## config.mk

```make
export PLATFORM = sky130hd
export DESIGN_NAME = mem_stage
export DESIGN_NICKNAME = d
export VERILOG_FILES = /design/src/rtl/mem_stage.sv
export SDC_FILE = /design/constraint.sdc
export NUM_CORES = 1
export LEC_CHECK = 0
export ABC_CLOCK_PERIOD_IN_PS = 4360
export BUFFER_PORTS_ARGS = -buffer_cell sky130_fd_sc_hd__buf_2
export CAP_MARGIN = 0
export CORE_UTILIZATION = 50
export CTS_CLUSTER_SIZE = 20
export DETAILED_ROUTE_END_ITERATION = 12
export PLACE_DENSITY = 0.83
export SYNTH_ARGS = -nofsm -noshare
export SYNTH_HDL_FRONTEND = slang
export SYNTH_SLANG_ARGS = --single-unit
```

## constraint.sdc

```tcl
create_clock -name CLK -period 4.36 [get_ports CLK]
set_input_delay 0.872 -clock CLK [delete_from_list [all_inputs] [get_ports CLK]]
set_output_delay 0.872 -clock CLK [all_outputs]
set_load 0.01 [all_outputs]
```

## src/rtl/mem_stage.sv

```systemverilog
// -----------------------------------------------------------------------------
// mem_stage -- pipeline MEM stage sitting directly after EXE.
//
// Takes the EXE/MEM register outputs and performs data-memory loads and stores
// over a req/ack bus. It formats load data by byte lane, with sign or zero
// extension, and registers the retired result into the MEM/WB outputs. While a
// memory access is outstanding it stalls upstream.
//
// Ports
//   CLK, RESET            clock, asynchronous active-low reset
//   *1_IN                 EXE/MEM register fields. Upstream holds them stable
//                         while STALL_OUT is high.
//   *1_OUT                MEM/WB register fields (registered)
//   Fwd_MEMWrite_OUT      combinational copy of ALU_result1_IN for EX forwarding
//   STALL_OUT             combinational; upstream holds its registers while high
//   DMEM_*                data-memory request bus. ADDR/WDATA/BE/WE/REQ are
//                         registered and stay stable until DMEM_ACK.
//   ADDR_EXC_OUT          one-cycle pulse when a misaligned access retires
//   BUS_ERR_OUT           one-cycle pulse when an access retires on timeout
// -----------------------------------------------------------------------------
module mem_stage #(
    parameter int         TIMEOUT = 16,
    parameter logic [5:0] OP_LB   = 6'h20,
    parameter logic [5:0] OP_LH   = 6'h21,
    parameter logic [5:0] OP_LW   = 6'h23,
    parameter logic [5:0] OP_LBU  = 6'h24,
    parameter logic [5:0] OP_LHU  = 6'h25,
    parameter logic [5:0] OP_SB   = 6'h28,
    parameter logic [5:0] OP_SH   = 6'h29,
    parameter logic [5:0] OP_SW   = 6'h2B
) (
    input  logic        CLK,
    input  logic        RESET,
    input  logic [31:0] Instr1_IN,
    input  logic [31:0] Instr1_PC_IN,
    input  logic [31:0] ALU_result1_IN,
    input  logic [4:0]  WriteRegister1_IN,
    input  logic [31:0] MemWriteData1_IN,
    input  logic        RegWrite1_IN,
    input  logic        MemRead1_IN,
    input  logic        MemWrite1_IN,
    input  logic [5:0]  ALU_Control1_IN,
    output logic [31:0] Instr1_OUT,
    output logic [31:0] Instr1_PC_OUT,
    output logic [31:0] WriteData1_OUT,
    output logic [4:0]  WriteRegister1_OUT,
    output logic        RegWrite1_OUT,
    output logic [31:0] Fwd_MEMWrite_OUT,
    output logic        STALL_OUT,
    output logic [31:0] DMEM_ADDR,
    output logic [31:0] DMEM_WDATA,
    output logic [3:0]  DMEM_BE,
    output logic        DMEM_WE,
    output logic        DMEM_REQ,
    input  logic [31:0] DMEM_RDATA,
    input  logic        DMEM_ACK,
    output logic        ADDR_EXC_OUT,
    output logic        BUS_ERR_OUT
);

    localparam int            CW       = $clog2(TIMEOUT);
    localparam logic [CW-1:0] CNT_LAST = CW'(TIMEOUT - 1);

    localparam logic [1:0] SZ_B = 2'd0;
    localparam logic [1:0] SZ_H = 2'd1;
    localparam logic [1:0] SZ_W = 2'd2;

    typedef enum logic [0:0] {IDLE = 1'b0, BUSY = 1'b1} state_t;

    // Access size. A store decodes only store codes, and an unknown code means word.
    function automatic logic [1:0] access_size(input logic [5:0] op, input logic is_store);
        logic [1:0] sz;
        if (is_store) begin
            case (op)
                OP_SB:   sz = SZ_B;
                OP_SH:   sz = SZ_H;
                OP_SW:   sz = SZ_W;
                default: sz = SZ_W;
            endcase
        end else begin
            case (op)
                OP_LB, OP_LBU: sz = SZ_B;
                OP_LH, OP_LHU: sz = SZ_H;
                OP_LW:         sz = SZ_W;
                default:       sz = SZ_W;
            endcase
        end
        return sz;
    endfunction

    function automatic logic misaligned(input logic [1:0] sz, input logic [1:0] off);
        logic bad;
        case (sz)
            SZ_B:    bad = 1'b0;
            SZ_H:    bad = off[0];
            default: bad = (off != 2'b00);
        endcase
        return bad;
    endfunction

    function automatic logic [3:0] byte_enables(input logic [1:0] sz, input logic [1:0] off);
        logic [3:0] be;
        case (sz)
            SZ_B:    be = 4'b0001 << off;
            SZ_H:    be = off[1] ? 4'b1100 : 4'b0011;
            default: be = 4'b1111;
        endcase
        return be;
    endfunction

    // Replicate store data across all lanes so the byte enables alone pick the target.
    function automatic logic [31:0] store_lanes(input logic [1:0] sz, input logic [31:0] d);
        logic [31:0] w;
        case (sz)
            SZ_B:    w = {4{d[7:0]}};
            SZ_H:    w = {2{d[15:0]}};
            default: w = d;
        endcase
        return w;
    endfunction

    // Little-endian lane select, then sign or zero extension.
    function automatic logic [31:0] format_load(input logic [1:0] sz, input logic sgn,
                                                input logic [1:0] off, input logic [31:0] rd);
        logic [31:0] sh;
        logic [31:0] r;
        sh = rd >> {off, 3'b000};
        case (sz)
            SZ_B:    r = sgn ? {{24{sh[7]}}, sh[7:0]}   : {24'h000000, sh[7:0]};
            SZ_H:    r = sgn ? {{16{sh[15]}}, sh[15:0]} : {16'h0000, sh[15:0]};
            default: r = rd;
        endcase
        return r;
    endfunction

    // state / counter
    state_t        state_r, nxt_state_s;
    logic [CW-1:0] cnt_r, nxt_cnt_s;

    // fields of the access in flight, captured at issue
    logic [1:0]  size_r;
    logic        sgn_r, store_r, regwrite_r;
    logic [1:0]  off_r;
    logic [4:0]  wreg_r;
    logic [31:0] instr_r, pc_r, alu_r;

    // registered outputs and their next values
    logic [31:0] instr_out_r, pc_out_r, wdata_out_r, nxt_instr_s, nxt_pc_s, nxt_wdata_s;
    logic [4:0]  wreg_out_r, nxt_wreg_s;
    logic        regwrite_out_r, nxt_regwrite_s;
    logic [31:0] dmem_addr_r, dmem_wdata_r, nxt_dmem_addr_s, nxt_dmem_wdata_s;
    logic [3:0]  dmem_be_r, nxt_dmem_be_s;
    logic        dmem_we_r, dmem_req_r, nxt_dmem_we_s, nxt_dmem_req_s;
    logic        addr_exc_r, bus_err_r, nxt_addr_exc_s, nxt_bus_err_s;

    // input decode
    logic       memop_s, is_store_s, misalign_s, issue_s, stall_s;
    logic [1:0] size_s;
    logic [31:0] fwd_s;

    assign memop_s    = MemRead1_IN | MemWrite1_IN;
    assign is_store_s = MemWrite1_IN;
    assign size_s     = access_size(ALU_Control1_IN, is_store_s);
    assign misalign_s = misaligned(size_s, ALU_result1_IN[1:0]);
    assign issue_s    = (state_r == IDLE) & memop_s & ~misalign_s;

    // Stall is held low during reset. In BUSY it also falls on the timeout edge,
    // because the faulting access retires there and upstream must move on.
    always_comb begin
        stall_s = 1'b0;
        if (!RESET) begin
            stall_s = 1'b0;
        end else if (state_r == IDLE) begin
            stall_s = issue_s;
        end else begin
            stall_s = ~(DMEM_ACK | (cnt_r == CNT_LAST));
        end
    end

    // Forwarding copy of the ALU result, forced to zero during reset.
    always_comb begin
        fwd_s = 32'h0000_0000;
        if (RESET) begin
            fwd_s = ALU_result1_IN;
        end else begin
            fwd_s = 32'h0000_0000;
        end
    end

    // Next state and next values of every registered output.
    always_comb begin
        nxt_state_s      = state_r;
        nxt_cnt_s        = cnt_r;
        nxt_instr_s      = instr_out_r;
        nxt_pc_s         = pc_out_r;
        nxt_wdata_s      = wdata_out_r;
        nxt_wreg_s       = wreg_out_r;
        nxt_regwrite_s   = regwrite_out_r;
        nxt_dmem_addr_s  = dmem_addr_r;
        nxt_dmem_wdata_s = dmem_wdata_r;
        nxt_dmem_be_s    = dmem_be_r;
        nxt_dmem_we_s    = dmem_we_r;
        nxt_dmem_req_s   = dmem_req_r;
        nxt_addr_exc_s   = 1'b0;
        nxt_bus_err_s    = 1'b0;
        case (state_r)
            IDLE: begin
                if (issue_s) begin
                    nxt_state_s      = BUSY;
                    nxt_cnt_s        = CW'(0);
                    nxt_dmem_addr_s  = {ALU_result1_IN[31:2], 2'b00};
                    nxt_dmem_wdata_s = is_store_s ? store_lanes(size_s, MemWriteData1_IN) : 32'h0000_0000;
                    nxt_dmem_be_s    = byte_enables(size_s, ALU_result1_IN[1:0]);
                    nxt_dmem_we_s    = is_store_s;
                    nxt_dmem_req_s   = 1'b1;
                    nxt_instr_s      = 32'h0000_0000;
                    nxt_pc_s         = 32'h0000_0000;
                    nxt_regwrite_s   = 1'b0;
                end else begin
                    // non-memop, or misaligned memop retiring as an exception
                    nxt_instr_s    = Instr1_IN;
                    nxt_pc_s       = Instr1_PC_IN;
                    nxt_wdata_s    = ALU_result1_IN;
                    nxt_wreg_s     = WriteRegister1_IN;
                    nxt_regwrite_s = RegWrite1_IN & ~memop_s;
                    nxt_addr_exc_s = memop_s;
                end
            end
            BUSY: begin
                if (DMEM_ACK) begin
                    nxt_state_s    = IDLE;
                    nxt_dmem_req_s = 1'b0;
                    nxt_dmem_we_s  = 1'b0;
                    nxt_instr_s    = instr_r;
                    nxt_pc_s       = pc_r;
                    nxt_wreg_s     = wreg_r;
                    nxt_regwrite_s = regwrite_r & ~store_r;
                    nxt_wdata_s    = store_r ? alu_r : format_load(size_r, sgn_r, off_r, DMEM_RDATA);
                end else if (cnt_r == CNT_LAST) begin
                    nxt_state_s    = IDLE;
                    nxt_dmem_req_s = 1'b0;
                    nxt_dmem_we_s  = 1'b0;
                    nxt_instr_s    = instr_r;
                    nxt_pc_s       = pc_r;
                    nxt_wreg_s     = wreg_r;
                    nxt_regwrite_s = 1'b0;
                    nxt_wdata_s    = alu_r;
                    nxt_bus_err_s  = 1'b1;
                end else begin
                    nxt_cnt_s      = cnt_r + CW'(1);
                    nxt_instr_s    = 32'h0000_0000;
                    nxt_pc_s       = 32'h0000_0000;
                    nxt_regwrite_s = 1'b0;
                end
            end
            default: begin
                nxt_state_s    = IDLE;
                nxt_dmem_req_s = 1'b0;
                nxt_dmem_we_s  = 1'b0;
            end
        endcase
    end

    // State, counter and output registers.
    always_ff @(posedge CLK or negedge RESET) begin
        if (!RESET) begin
            state_r        <= IDLE;
            cnt_r          <= CW'(0);
            instr_out_r    <= 32'h0000_0000;
            pc_out_r       <= 32'h0000_0000;
            wdata_out_r    <= 32'h0000_0000;
            wreg_out_r     <= 5'd0;
            regwrite_out_r <= 1'b0;
            dmem_addr_r    <= 32'h0000_0000;
            dmem_wdata_r   <= 32'h0000_0000;
            dmem_be_r      <= 4'b0000;
            dmem_we_r      <= 1'b0;
            dmem_req_r     <= 1'b0;
            addr_exc_r     <= 1'b0;
            bus_err_r      <= 1'b0;
        end else begin
            state_r        <= nxt_state_s;
            cnt_r          <= nxt_cnt_s;
            instr_out_r    <= nxt_instr_s;
            pc_out_r       <= nxt_pc_s;
            wdata_out_r    <= nxt_wdata_s;
            wreg_out_r     <= nxt_wreg_s;
            regwrite_out_r <= nxt_regwrite_s;
            dmem_addr_r    <= nxt_dmem_addr_s;
            dmem_wdata_r   <= nxt_dmem_wdata_s;
            dmem_be_r      <= nxt_dmem_be_s;
            dmem_we_r      <= nxt_dmem_we_s;
            dmem_req_r     <= nxt_dmem_req_s;
            addr_exc_r     <= nxt_addr_exc_s;
            bus_err_r      <= nxt_bus_err_s;
        end
    end

    // Capture the issuing instruction so retirement does not depend on upstream.
    always_ff @(posedge CLK or negedge RESET) begin
        if (!RESET) begin
            size_r     <= SZ_W;
            sgn_r      <= 1'b0;
            store_r    <= 1'b0;
            regwrite_r <= 1'b0;
            off_r      <= 2'b00;
            wreg_r     <= 5'd0;
            instr_r    <= 32'h0000_0000;
            pc_r       <= 32'h0000_0000;
            alu_r      <= 32'h0000_0000;
        end else if (issue_s) begin
            size_r     <= size_s;
            sgn_r      <= (ALU_Control1_IN == OP_LB) | (ALU_Control1_IN == OP_LH);
            store_r    <= is_store_s;
            regwrite_r <= RegWrite1_IN;
            off_r      <= ALU_result1_IN[1:0];
            wreg_r     <= WriteRegister1_IN;
            instr_r    <= Instr1_IN;
            pc_r       <= Instr1_PC_IN;
            alu_r      <= ALU_result1_IN;
        end else begin
            size_r     <= size_r;
            sgn_r      <= sgn_r;
            store_r    <= store_r;
            regwrite_r <= regwrite_r;
            off_r      <= off_r;
            wreg_r     <= wreg_r;
            instr_r    <= instr_r;
            pc_r       <= pc_r;
            alu_r      <= alu_r;
        end
    end

    assign Instr1_OUT         = instr_out_r;
    assign Instr1_PC_OUT      = pc_out_r;
    assign WriteData1_OUT     = wdata_out_r;
    assign WriteRegister1_OUT = wreg_out_r;
    assign RegWrite1_OUT      = regwrite_out_r;
    assign Fwd_MEMWrite_OUT   = fwd_s;
    assign STALL_OUT          = stall_s;
    assign DMEM_ADDR          = dmem_addr_r;
    assign DMEM_WDATA         = dmem_wdata_r;
    assign DMEM_BE            = dmem_be_r;
    assign DMEM_WE            = dmem_we_r;
    assign DMEM_REQ           = dmem_req_r;
    assign ADDR_EXC_OUT       = addr_exc_r;
    assign BUS_ERR_OUT        = bus_err_r;

endmodule
```

# Word level (Yosys, flattened, before mapping)
# Cells that the tools add are included.
# op_classes
add_sub_neg,1
n_mul,0
div,0
order_cmp,0
n_eq_ne,14
shifts,2
n_mux,53
bitwise_logic,12
reduce_logical,9
# op_table
op,n
$mux W32,14
$pmux W32 S2,5
$eq A6 B6 Y1 const B,6
$shr A32 B5 Y16,1
$mux W1,16
$mux W4,4
$pmux W4 S2,2
$mux W5,3
$pmux W1 S2,5
$pmux W5 S2,1
$ne A2 B2 Y1 const B,4
$pmux W2 S2,2
$reduce_and A2 Y1,3
$not A1 Y1,5
$add A4 B1 Y4 const B,1
$and A1 B1 Y1,4
$eq A2 B1 Y1 const B,2
$eq A4 B4 Y1 const B,1
$logic_not A2 Y1,2
$reduce_or A2 Y1,2
$shl A1 B2 Y4 const A,1
$ne A3 B2 Y1 const B,1
$or A1 B1 Y1,3
$reduce_and A3 Y1,1
other kinds (2),2
# word_totals
reg_bits,285
latchBits,0
ramBits,0
rom_bits,0
inputBits,177
output_inout_bits,207
word_cells,114
memories,0

# Longest topological paths before layout
# Gate-level depths: netlist of run 1.
# logic_depth
ltp_word,10
mapped_depth,9
mapped_depth_nobuf,6

# Least setup slack after synthesis of run 1
# OpenSTA, ideal clock, no wires.
# synth_path
path_kind,input to output
from,input ALU_Control1_IN[1]
to,output STALL_OUT
t_arrival_ps,2254
t_required_ps,3488
slack_ps,1234
path_stages,6
n_path_buf,2
cell_sequence,nor3b_1 -> o22ai_1 -> o311ai_1 -> buf_2 -> buf_2 -> and2_1
# synth_between
elab_chain_cells,10
elab_cells_between_ends,18
cone_classes,eq/ne (7); mux (6); bitwise (2); reduce/logical (3)
# synth_rtl
item,line_no,text
"start, declared",42,"input logic [5:0] ALU_Control1_IN,"
$eq A6 B6 Y1,81,case (op)
$reduce_or A2 Y1,81,
$pmux W2 S2,81,
$mux W2 *,73,if (is_store) begin
$eq A2 B1 Y1 / $logic_not A2 Y1 (equally long branches),93,case (sz)
$pmux W1 S2 *,93,
$not A1 Y1 *,165,assign issue_s = (state_r == IDLE) & memop_s & ~misalign_s;
$and A1 B1 Y1 *,165,
$mux W1 *,173,end else if (state_r == IDLE) begin
$mux W1 *,171,if (!RESET) begin
"end, declared",49,"output logic STALL_OUT,"
# Every way passes the cells marked *; elsewhere a longest branch is shown, timed or not.

# Worst setup path in the final report of run 1
# layout_path
from,input MemWrite1_IN
to,output STALL_OUT
# layout_between
elab_chain_cells,7
elab_cells_between_ends,10
cone_classes,eq/ne (1); mux (4); bitwise (4); reduce/logical (1)
# layout_rtl
item,line_no,text
"start, declared",41,"input logic MemWrite1_IN,"
$mux W2,73,
$eq A2 B1 Y1 / $logic_not A2 Y1 (equally long branches),93,
$pmux W1 S2,93,
$not A1 Y1,165,
$and A1 B1 Y1 *,165,
$mux W1 *,173,
$mux W1 *,171,
# Marks and branches as above.

==> parameters.txt, run 1 <==
Parameter                              Value

Routing
  Total wire length ... 36700 um
  Remaining number of nets flagged by the antenna check after routing ... 0
  Wirelength per Cell ... 18.2 um
  Average via count per standard cell ... 5.55
  Iteration count of the initial detailed-routing pass ... 7
  DR DRC count ... 0
  DR vias ... 11156
  DRT iter0 DRCs ... 1049

Floorplan
  Core Area ... 0.0244 sq mm
  Area of the die ... 0.0256 sq mm
  Standard-cell rows ... 57
  Boundary Pins ... 384
  Die Y ... 160 um
  Effective utilization at floorplan ... 51.2%
  Die Width ... 160 um

STA
  Clock tree skew after final layout ... 0.0176 ns
  Slew at the pin closest to its max-slew limit ... 0.930 ns
  Relative slew slack ... 37.7%
  Final Critical Period ... 3.33 ns
  Setup violators final ... 0
  Max Clock Freq ... 300 MHz
  Final sum of negative setup slack ... 0 ns
  Final worst path period share ... 76.4%
  Final Hold Violating Endpoints ... 0
  Unrepaired setup endpoints after global routing ... false
  Final-report max-slew violation count ... 0
  Worst Hold Margin ... 0.358 ns

Worst setup path
  Critical path class ... in2out
  Cells along the critical path ... buf_2, buf_4, o21ai_0, o22ai_1, o311ai_4, and2_1, buf_2
  Worst path most repeated cell ... sky130_fd_sc_hd__buf_2
  Arrival time of the worst setup path ... 2.46 ns
  Critical Path End Type ... output pin
  Slowest stage delay, CP ... 0.49 ns
  Top Family by Delay on Critical Path ... compound AO/OA/AOI/OAI gates
  Crit path required time ... 3.49 ns
  Worst path slowest cell ... sky130_fd_sc_hd__o22ai_1
  Biggest fanout along the worst timing path ... 39
  Kind of start point of the critical path ... primary input
  Critical path buffers and inverters ... 3
  Register-to-register setup slack ... 1.67 ns

Power and ir drop
  Power per standard cell area ... 515 mW/mm^2
  Leakage Power ... 8.31 nW
  Worst ir drop on vdd ... 0.336 mV

Layout
  Ratio of cells with drive above 1 in the final layout ... 28.1%
  Area of the multi-input gates ... 0.00495 sq mm
  Count of nets after finishing ... 1837
  Register area ... 0.00708 sq mm
  # fillers ... 1966
  Area growth, synth to finish ... 25.9%

Logic synthesis
  Post-synth top area share ... 56.6%
  Number of distinct standard cells referenced by the synthesized netlist ... 55
  Synth async-reset ratio ... 100%
  Number of cells produced by synthesis ... 1325
  Synth area leader ... sky130_fd_sc_hd__dfrtp_1
  Largest cells by area after synthesis ... sky130_fd_sc_hd__dfrtp_1 57%, sky130_fd_sc_hd__nand2_1 14%, sky130_fd_sc_hd__a22o_1 6.2%
  Total number of yosys warnings ... 0
  Count of flip-flops with a built-in enable after synthesis ... 0
  Dominant register cell in the synthesized netlist ... sky130_fd_sc_hd__dfrtp_1
  Synthesized flop and latch total ... 283
  Average footprint of a synthesized cell ... 9.42 sq um
  Sequential-to-total area share from yosys stat ... 56.8%
  Post-Synthesis Cell Area ... 0.0125 sq mm
  Top cell types by occurrence after synthesis ... 481 x sky130_fd_sc_hd__nand2_1, 282 x sky130_fd_sc_hd__dfrtp_1, 89 x sky130_fd_sc_hd__a22o_1
  Most used standard cell by instance count after synthesis ... sky130_fd_sc_hd__nand2_1

Clock tree
  Root buffer selected by CTS ... sky130_fd_sc_hd__clkbuf_16
  Number of gates given a new drive strength after cts ... 0
  Clock Tree Buf Depth ... 3
  Clock Pin Slew Worst Setup and Hold Paths ... 0.06 ns
  Count of H-tree levels built during CTS ... 1
  Count of buffers added by post-CTS timing repair for setup ... 0
  Number of clock sinks ... 283
  Cts-stage hold buffer count ... 0
  Number of buffers created by CTS ... 29
  Clock insertion delay at the later pin of the skew report ... 0.54 ns
  CTS tree ... yes

Global route
  Vias in the first global route ... 10839
  Met1 Track Usage GR ... 38.0%
  Highest-utilization routing layer at the global route stage ... met2
  Grt met2 use ... 45.7%
  Largest net degree at the start of global routing ... 117
  Global routing usage on met3 ... 5.14%
  Tot GR Track Use ... 28.4%
  Wire length of the first global-routing pass ... 58000 um
  Initial antenna violation count ... 6
  Overflow left after global routing ... 0

Status
  Status ... complete, no violations

Place
  Hpwl dp ... 24900 um
  Weighted congestion at the end of routability-driven global placement ... 0.879
  Number of I/O port buffers ... 381

Job
  Max-cap violation count ... 0

Worst hold path
  Type of the worst min-delay path ... in2async
path summary, 6_finish.rpt:
check | startpoint | endpoint | depth (start not counted)
max | MemWrite1_IN | STALL_OUT | 7
min | RESET | WriteData1_OUT[10] | 1
min reg2reg | DMEM_ADDR[15] | DMEM_ADDR[15] | 2
min in group CLK | DMEM_ADDR[15] | DMEM_ADDR[15] | 2
max in group asynchronous | RESET | instr_r[27] | 2
max reg2reg | alu_r[1] | WriteData1_OUT[12] | 4
metal layers:
metal | part of all wire (%) | vias up | wire (um)
met3 | 8.3 | 102 | 3040
met2 | 48 | 610 | 17500
met1 | 40 | 5317 | 14800
met5 | 0 | - | 0
met4 | 3.7 | 0 | 1370
li1 | - | 5127 | -
stage by stage:
| step | util [%] | instances | area, sq um | worst slack, ns | power (W) |
|---|---|---|---|---|---|
| CTS | 64.3 | 2005 | 15700 | 1.05 | 0.00814 |
| finish | 64.4 | 2011 | 15700 | 1.03 | 0.00808 |
| global placement | 59.9 | 1952 | 14600 | 1.11 | 0.00529 |
| detailed placement | 59.9 | 1952 | 14600 | 1.00 | 0.00537 |
| floorplan | - | 1326 | 12500 | 1.23 | 0.00455 |
| global route | 64.4 | 2011 | 15700 | 0.871 | 0.00850 |
power breakdown:
| group | leakage (nW) | switching [W] | internal (W) | total, W |
|---|---|---|---|---|
| sequential | 3.52 | 0.000356 | 0.00320 | 0.00356 |
| combinational | 4.27 | 0.00107 | 0.000721 | 0.00179 |
| clock | 0.526 | 0.00103 | 0.00171 | 0.00273 |
| total | 8.31 | 0.00245 | 0.00563 | 0.00808 |
registers in the layout (all words and copies together), names as in the netlist, 2 cells and up:
| register | cells |
|---|---|
| DMEM_ADDR | 30 |
| DMEM_BE | 4 |
| DMEM_WDATA | 32 |
| Instr1_OUT | 32 |
| Instr1_PC_OUT | 32 |
| WriteData1_OUT | 32 |
| WriteRegister1_OUT | 5 |
| alu_r | 31 |
| cnt_r | 4 |
| instr_r | 32 |
| pc_r | 32 |
| size_r | 2 |
| wreg_r | 5 |
final cells by class:
type | instances | area share [%]
Sequential cell | 283 | 45.1
Multi-Input combinational cell | 925 | 31.5
Timing Repair Buffer | 403 | 13.5
Clock buffer | 39 | 5.37
Tap cell | 324 | 2.58
Clock inverter | 14 | 1.46
Inverter | 17 | 0.406
Antenna cell | 6 | 0.0956
cells in the final DEF (no fill, tap or decap), drive strengths merged, types with 3 or more instances in the layout:
cell type / instances
nand2b: 4
a22o: 89
nor2: 61
dfrtp: 282
bufinv: 6
clkbuf: 39
inv: 17
o21ai: 51
o21a: 19
a32oi: 5
o31ai: 16
nand2: 481
a21oi: 41
buf: 403
a211oi: 11
o2bb2ai: 10
a221o: 7
a221oi: 3
nor2b: 4
mux2i: 27
clkinv: 6
a211o: 3
diode: 6
o211ai: 21
nand3: 5
and2: 33
mux2: 5
cell families after synthesis:
family | Yosys count | share of synthesized area (%)
and+or+nand+nor | 596 | 19.0
muxes | 33 | 2.80
buffers and inverters | 118 | 4.01
other | 1 | 0.0301
DFF | 283 | 56.8
adders and majority gates | 1 | 0.100
AOI/OAI and AO/OA | 290 | 17.0
xor gates and xnor gates | 3 | 0.211
worst register-to-register path, cell delays in order, from the launching register on:
cell and delay [ns]:
sky130_fd_sc_hd__dfrtp_1 0.81, sky130_fd_sc_hd__mux4_2 0.64, sky130_fd_sc_hd__a311oi_2 0.70, sky130_fd_sc_hd__a221o_1 0.29, sky130_fd_sc_hd__o21ai_0 0.08
No activity file was read; power rests on OpenSTA's default activity.
==> run 2: changes to the inputs <==
ABC_CLOCK_PERIOD_IN_PS = 3000   (was 4360)
CORE_UTILIZATION = 47   (was 50)
PLACE_DENSITY = 0.82   (was 0.83)
clock period = 3 ns   (was 4.36 ns; I/O delays follow)
==> run 2 against run 1 <==
  * Sequential share of layout area is essentially flat
  * Final cell count grew 0.85%
  * Power grew 41%
  * Sequential power grew 45%
==> parameters.txt, run 2 (same netlist as run 1, synthesis figures left out) <==
Parameter                              Value

Status
  Status ... complete, no violations

STA
  Final-report max-slew violation count ... 0
  Setup violators final ... 0
  Final sum of negative setup slack ... 0 ns
  Final Hold Violating Endpoints ... 0
  Final Critical Period ... 2.68 ns
  Final worst path period share ... 89.4%
  Max Clock Freq ... 373 MHz
  Clock tree skew after final layout ... 0.0141 ns
  Unrepaired setup endpoints after global routing ... false
  Slew at the pin closest to its max-slew limit ... 1.36 ns
  Relative slew slack ... 8.70%

Worst setup path
  Arrival time of the worst setup path ... 2.08 ns
  Critical Path End Type ... output pin
  Crit path required time ... 2.40 ns
  Critical path class ... reg2out
  Kind of start point of the critical path ... flip-flop
  Biggest fanout along the worst timing path ... 13

Layout
  Area growth, synth to finish ... 25.9%
  Commonest cells after routing, fill and taps aside ... 481 x sky130_fd_sc_hd__nand2_1, 380 x sky130_fd_sc_hd__buf_2, 281 x sky130_fd_sc_hd__dfrtp_1
  Area of the multi-input gates ... 0.00495 sq mm
  Ratio of cells with drive above 1 in the final layout ... 28.3%
  # fillers ... 2180
  Most frequent standard cell in the layout excluding fill and tap cells ... sky130_fd_sc_hd__nand2_1
  Count of nets after finishing ... 1843
  Finished layout cell area ... 0.0157 sq mm
  Register area ... 0.00708 sq mm

Floorplan
  Boundary Pins ... 384
  Standard-cell rows ... 59
  Area of the die ... 0.0272 sq mm
  Die Width ... 165 um
  Effective utilization at floorplan ... 47.9%
  Core Area ... 0.0261 sq mm
  Die Y ... 165 um

Power and ir drop
  Worst ir drop on vdd ... 0.453 mV
  Power per standard cell area ... 726 mW/mm^2
  Leakage Power ... 8.32 nW

Place
  Hpwl dp ... 25300 um
  Weighted congestion at the end of routability-driven global placement ... 0.894
  Number of I/O port buffers ... 381
  Placed Instance Area ... 0.0147 sq mm

Routing
  Average via count per standard cell ... 5.52
  DR vias ... 11201
  DR DRC count ... 0
  DRT iter0 DRCs ... 1291
  Wirelength per Cell ... 17.9 um
  Total wire length ... 36400 um
  Remaining number of nets flagged by the antenna check after routing ... 0
  Iteration count of the initial detailed-routing pass ... 6

Job
  Max-cap violation count ... 0

Global route
  Overflow left after global routing ... 0
  Tot GR Track Use ... 26.3%
  Largest net degree at the start of global routing ... 127
  Wire length of the first global-routing pass ... 56000 um
  Vias in the first global route ... 10393
  Initial antenna violation count ... 5

Clock tree
  Number of gates given a new drive strength after cts ... 0
  Cts-stage hold buffer count ... 0
  Count of buffers added by post-CTS timing repair for setup ... 0
  Number of clock sinks ... 283
  Clock Tree Buf Depth ... 3
  Root buffer selected by CTS ... sky130_fd_sc_hd__clkbuf_16
  Clock Pin Slew Worst Setup and Hold Paths ... 0.06 ns
  Clock insertion delay at the later pin of the skew report ... 0.55 ns
  Count of H-tree levels built during CTS ... 1
  CTS tree ... yes
  Number of buffers created by CTS ... 29

Worst hold path
  Type of the worst min-delay path ... in2async
## run 2: critical path, stage by stage, from the launching register on
cell	delay [ns]
sky130_fd_sc_hd__dfrtp_2	0.61
sky130_fd_sc_hd__clkinv_1	0.18
sky130_fd_sc_hd__o21ai_2	0.26
sky130_fd_sc_hd__o311ai_4	0.16
sky130_fd_sc_hd__and2_1	0.20
sky130_fd_sc_hd__buf_2	0.14
## run 2: routing by layer
metal / vias to the layer above / share of wire (%) / global-route usage [%]
met2: 609 / 47 / 41.4
met4: 0 / 3.6 / 10.8
met3: 80 / 8.4 / 4.97
met5: - / 0 / 0
li1: 5147 / - / -
met1: 5365 / 41 / 35.7
## run 2: layout make-up
class | count | area share [%]
tap | 335 | 2.67
multi-input combinational | 925 | 31.5
clock inverter | 12 | 0.653
antenna | 5 | 0.0797
timing repair buffer | 409 | 14.0
inverter | 17 | 0.406
clock buffer | 42 | 5.57
sequential | 283 | 45.1
## run 2: path summary, 6_finish.rpt
kind,start,end,slack (ns),cells after the start
min reg2reg,DMEM_ADDR[23],DMEM_ADDR[23],0.47,2
max reg2reg,off_r[0],WriteData1_OUT[26],0.33,5
min,RESET,alu_r[21],0.04,1
max in group asynchronous,RESET,DMEM_ADDR[30],1.82,2
min in group CLK,WriteRegister1_IN[1],wreg_r[1],0.27,3
max,state_r,STALL_OUT,0.32,5
## run 2: per-stage QoR
stage	std cells	utilization (%)	setup WS [ns]	hold slack, ns	power, W
floorplan	1326	-	0.418	0.304	0.00662
global placement	1969	56.5	0.136	0.456	0.00772
detailed placement	1969	56.5	0.0863	0.458	0.00783
CTS	2023	60.2	0.316	0.0458	0.0115
global route	2028	60.3	0.146	0.0696	0.0120
finish	2028	60.3	0.319	0.0416	0.0114
## run 2: power breakdown
group	switching [W]	internal, W	total (W)
Clock	0.00152	0.00211	0.00363
Sequential	0.000509	0.00465	0.00516
Combinational	0.00155	0.00106	0.00261
